## src/rtl/inst_prefetch_queue.sv

```systemverilog
// Instruction prefetch queue: keeps one fetch outstanding to instruction memory and
// buffers returned words with their addresses in a DEPTH-entry FIFO for the core.
module inst_prefetch_queue #(
  parameter int          DEPTH    = 4,
  parameter logic [31:0] RESET_PC = 32'h0000_0000
) (
  input  logic                     clk,
  input  logic                     rst_b,
  input  logic                     redirect,
  input  logic [31:0]              redirect_pc,
  input  logic                     stall,
  input  logic                     halt,
  output logic                     imem_req,
  output logic [31:0]              imem_addr,
  input  logic [31:0]              imem_data,
  input  logic                     imem_valid,
  output logic [31:0]              inst,
  output logic [31:0]              inst_pc,
  output logic                     inst_valid,
  output logic [1:0]               fsm_state,
  output logic [$clog2(DEPTH):0]   occupancy
);

  localparam int AW = $clog2(DEPTH);
  localparam int CW = AW + 1;
  localparam logic [CW-1:0] FULL = CW'(DEPTH);

  typedef enum logic [1:0] {
    IDLE = 2'd0,
    WAIT = 2'd1,
    DROP = 2'd2
  } state_t;

  state_t        state;
  logic [31:0]   fpc;
  logic [31:0]   req_pc;
  logic [31:0]   pc_mem   [DEPTH];
  logic [31:0]   data_mem [DEPTH];
  logic [AW-1:0] head;
  logic [AW-1:0] tail;
  logic [CW-1:0] count;
  logic          issue;
  logic          push;
  logic          pop;

  // Handshakes: imem_req is a one-cycle pulse accepted unconditionally by memory, which
  // answers later with a single imem_valid cycle; the head entry transfers to the core on
  // any clock edge where inst_valid=1 and stall=0. A redirect overrides both transfers.
  assign issue      = (state == IDLE) && !halt && !redirect && (count < FULL);
  assign push       = (state == WAIT) && imem_valid && !redirect;
  assign pop        = inst_valid && !stall && !redirect;

  // Gated with rst_b so the request line is quiet for the whole reset interval.
  assign imem_req   = issue && rst_b;
  assign imem_addr  = fpc;
  assign inst_valid = (count != '0);
  assign inst       = data_mem[head];
  assign inst_pc    = pc_mem[head];
  assign fsm_state  = state;
  assign occupancy  = count;

  always_ff @(posedge clk or negedge rst_b) begin
    if (!rst_b) begin
      state  <= IDLE;
      fpc    <= RESET_PC;
      req_pc <= RESET_PC;
    end else if (redirect) begin
      fpc <= {redirect_pc[31:2], 2'b00};
      // A response arriving together with the redirect is simply discarded.
      if (state == WAIT) state <= imem_valid ? IDLE : DROP;
    end else begin
      case (state)
        IDLE: if (issue) begin
          state  <= WAIT;
          req_pc <= fpc;
          fpc    <= fpc + 32'd4;
        end
        WAIT:    if (imem_valid) state <= IDLE;
        DROP:    if (imem_valid) state <= IDLE;
        default: state <= IDLE;
      endcase
    end
  end

  // Flush keeps head in place so inst/inst_pc hold their last values while empty.
  always_ff @(posedge clk or negedge rst_b) begin
    if (!rst_b) begin
      head  <= '0;
      tail  <= '0;
      count <= '0;
      for (int i = 0; i < DEPTH; i++) begin
        pc_mem[i]   <= '0;
        data_mem[i] <= '0;
      end
    end else if (redirect) begin
      tail  <= head;
      count <= '0;
    end else begin
      if (push) begin
        pc_mem[tail]   <= req_pc;
        data_mem[tail] <= imem_data;
        tail           <= tail + AW'(1);
      end
      if (pop) head <= head + AW'(1);
      if (push && !pop)      count <= count + CW'(1);
      else if (pop && !push) count <= count - CW'(1);
    end
  end

endmodule
```

## config.mk

```make
export PLATFORM = sky130hd
export DESIGN_NAME = inst_prefetch_queue
export DESIGN_NICKNAME = d
export VERILOG_FILES = /design/src/rtl/inst_prefetch_queue.sv
export SDC_FILE = /design/constraint.sdc
export NUM_CORES = 1
export LEC_CHECK = 0
export BUFFER_PORTS_ARGS = -buffer_cell sky130_fd_sc_hd__buf_2
export CAP_MARGIN = 20
export CORE_MARGIN = 2
export CORE_UTILIZATION = 50
export DETAILED_ROUTE_END_ITERATION = 7
export PLACE_DENSITY = 0.69
export SYNTH_ARGS = -nofsm -noshare
export SYNTH_HDL_FRONTEND = slang
export SYNTH_SLANG_ARGS = --single-unit
```

## constraint.sdc

```tcl
create_clock -name clk -period 2.3 [get_ports clk]
set_clock_uncertainty 0.15 [all_clocks]
set_input_delay 0 -clock clk [delete_from_list [all_inputs] [get_ports clk]]
set_output_delay 0 -clock clk [all_outputs]
set_load 0.03 [all_outputs]
```

==> run_results.csv <==
group,metric,value,unit
finish,layout_common_cells,"dfrtp_1 (313), mux2_2 (248), buf_2 (164)",
logic_synthesis,synthArstFlopShare,100.0,%
clocking,cts.sinks,317,
floorplanning,initial_utilization,50.69,%
critical_path,r2r_end,"imem_addr[26]",
critical_path,start_kind,"register",
timing,rsz0062_at_grt,"yes",
logic_synthesis,synth.distinct_cells,55,
clocking,path_clk_slew,0.06,ns
hold_path,min_from,"redirect_pc[21]",
timing,maxSlewViolCount,0,
critical_path,slowest_delay,0.59,ns
power,pwr-share-seq,38.7,%
timing,finalHoldViolations,0,
placement,numPortBuffers,166,
placement,dpl.hpwl,19780,um
flow_run,drv_cap,0,
placement,place_ws,0.007225,ns
critical_path,reg2reg_from,"fsm_state[0]",
critical_path,crit_arrival,2.10,ns
clocking,cts_tree,"done",
routing,wl_per_cell,19.27,um
clocking,clkLatencyLatePin,0.50,ns
finish,drive_above_1_share,46.18,%
floorplanning,core.rowCount,61,
critical_path,ff2ff_path_depth,7,
power,power.share.switching,34.56,%
clocking,root_buffer,"clkbuf_16",
routing,drc,0,
floorplanning,core,0.02771,sq mm
routing,drt_iter0_drc,506,
hold_path,min_to,"imem_addr[21]",
critical_path,critPathKind,"register to primary output",
routing,wirelength,32030,um
logic_synthesis,syn_area,0.01404,sq mm
placement,gp_congestion,0.8791,
timing,setup_viol,0,
logic_synthesis,seq_area_frac_synth,56.49,%
global_routing,track_usage,22.21,%
logic_synthesis,synth_seq_cells,317,
power,p_clk_share,23.8,%
logic_synthesis,avgSynthCellArea,14.14,sq um
critical_path,crit_fanout,31,
clocking,cts_made_buffers,35,
logic_synthesis,synthFlopType,"dfrtp_1",
power,power.internal,15.29,mW
global_routing,antenna_found_initial,0,
floorplanning,ios,173,
routing,firstDrtPassIters,5,
routing,viasPerCell,5.545,
logic_synthesis,yosysTopAreaCell,"dfrtp_1",
power,peakVddDrop,0.7093,mV
global_routing,grt_max_degree,92,
finish,antenna_cells,0,
clocking,htreeDepth,2,
timing,period_share,97.87,%
floorplanning,die_area,0.02944,sq mm
critical_path,ff2ff_setup_slack,0.10,ns
timing,slew-limit-headroom,60.37,%
clocking,clock_path_buffers,3,
logic_synthesis,yosys_warnings,0,
global_routing,grt_pass1_wl,51450,um
critical_path,cp_cell_sequence,"buf_16, mux4_2, buf_2",
logic_synthesis,synth_edf_count,0,
global_routing,grt_overflow,0,
floorplanning,dieHeight,171.6,um
power,power.density,1323,mW/mm^2
power,p_sw,8.071,mW
global_routing,grt_pass1_vias,9692,
floorplanning,die_w,171.6,um
logic_synthesis,synth_top_area_share,56.49,%
power,pwr-share-comb,37.5,%
timing,period_needed,2.251,ns
timing,max_freq,444.2,MHz
logic_synthesis,synth_area_leaders,"dfrtp_1 (56%), mux2_2 (20%), mux4_2 (9.9%)",
hold_path,hold_path.class,"input port to register",
placement,place_area,0.01565,sq mm
hold_path,hold_depth,3,
logic_synthesis,synthCells,993,
timing,setup_ws,0.04892,ns
routing,final_antenna_net_count,0,
outcome,status,"completed",
critical_path,cp.required,2.15,ns
finish,nNetsFinal,1338,
finish,mostFrequentLayoutCell,"dfrtp_1",
critical_path,setup.worst_path.end_class,"primary output",
power,p_leak,8.497,nW
finish,area_delta_synth_final,25.71,%
routing,vias,9215,
finish,final_area,0.01765,sq mm
critical_path,slowest_stage,"mux4_2",
timing,worst_pin_slew,0.5900,ns
sequential cells by signal (all words and copies together), names as in the netlist:
register   flops
tail           2
imem_addr     30
data_mem     128
pc_mem       120
req_pc        30
fsm_state      2
head           2
occupancy      3
synth_stat cells, types with 2 or more instances:
library cell    n
dfrtp_1       317
mux2_2        248
nand2_1       131
mux4_2         62
clkbuf_1       49
o21ai_0        21
nor2_1         16
inv_1          12
nand3_1        12
nand4_1        12
nor3_1         12
xor2_1         12
ha_1            7
xnor2_1         7
o21ai_1         6
buf_1           5
nor4_1          5
buf_4           4
a311oi_1        3
mux2i_1         3
a21oi_1         2
a221o_1         2
a31o_2          2
a31oi_1         2
a32o_1          2
a41oi_1         2
and2_1          2
and3_1          2
buf_2           2
buf_6           2
nand2b_1        2
o211ai_1        2
o311ai_0        2
o311ai_1        2
how the worst max path moves through the flow:
stage	end	slack, ns	startpoint	depth (start not counted)
after CTS	inst_pc[20]	0.007	head[0]	3
after global placement	imem_addr[26]	0.03	fsm_state[0]	7
after floorplan	imem_addr[26]	-0.09	fsm_state[0]	8
after global routing	inst_pc[17]	-0.04	head[0]	3
after detailed placement	imem_addr[26]	0.007	fsm_state[0]	7
final	inst_pc[20]	0.05	head[0]	3
power groups by stage:
stage          Clock (mW)  Combinational (mW)  Sequential, mW
2_1_floorplan           0                6.32            8.83
3_3_place_gp            0                8.47            9.01
3_5_place_dp            0                8.63            9.13
4_1_cts              5.70                8.79            9.03
5_1_grt              5.95                9.41            9.32
6_report             5.57                8.75            9.04
logic make-up after synthesis:
group           count (synthesis)  synth area share (%)
fa+ha+maj                       8                0.7662
mux                           313                 30.04
xor+xnor                       19                 1.185
other cells                     1               0.02670
flops                         317                 56.49
buf+inv                        75                 2.236
simple gates                  203                 6.468
compound gates                 57                 2.789
through the flow:
stage               power, mW  util [%]  setup TNS [ns]  instances  hold slack, ns
floorplan               15.15         -         -0.1652        996         -0.4456
CTS                     23.53     63.53               0       1659         0.05871
finish                  23.36     63.72               0       1662         0.07545
global placement        17.48     56.47               0       1519         -0.2341
detailed placement      17.75     56.47               0       1519         -0.2330
global route            24.69     63.72         -0.1083       1662         0.09398
worst max-delay path, delay by kind of cell (launching register included):
family	cells	cell delay, ns
mux	1	0.59
flops	1	0.50
buf+inv	2	0.49
layer usage:
metal | GRT usage, % | part of all wire [%] | vias up
li1 | - | - | 4140
met1 | 31.32 | 44 | 4741
met2 | 35.81 | 48 | 287
met3 | 4.165 | 6.9 | 47
met4 | 5.674 | 1.5 | 0
met5 | 0 | 0 | -
cell type report:
cell class,count,area (sq um)
fill,2074,10050
sequential,317,7940
multi-input combinational,604,5847
timing repair buffer,289,2191
clock buffer,56,1077
tap,378,473.0
clock inverter,5,77.57
inverter,13,48.80
what timing repair did:
action,in CTS,in global routing
buffers inserted,0,2
gates resized for setup,0,6
hold buffers,79,0
cloned,0,1
hold endpoints to repair,512,0
pin swaps,1,1
setup endpoints to repair,1,33
(Power assumes the default switching activity.)
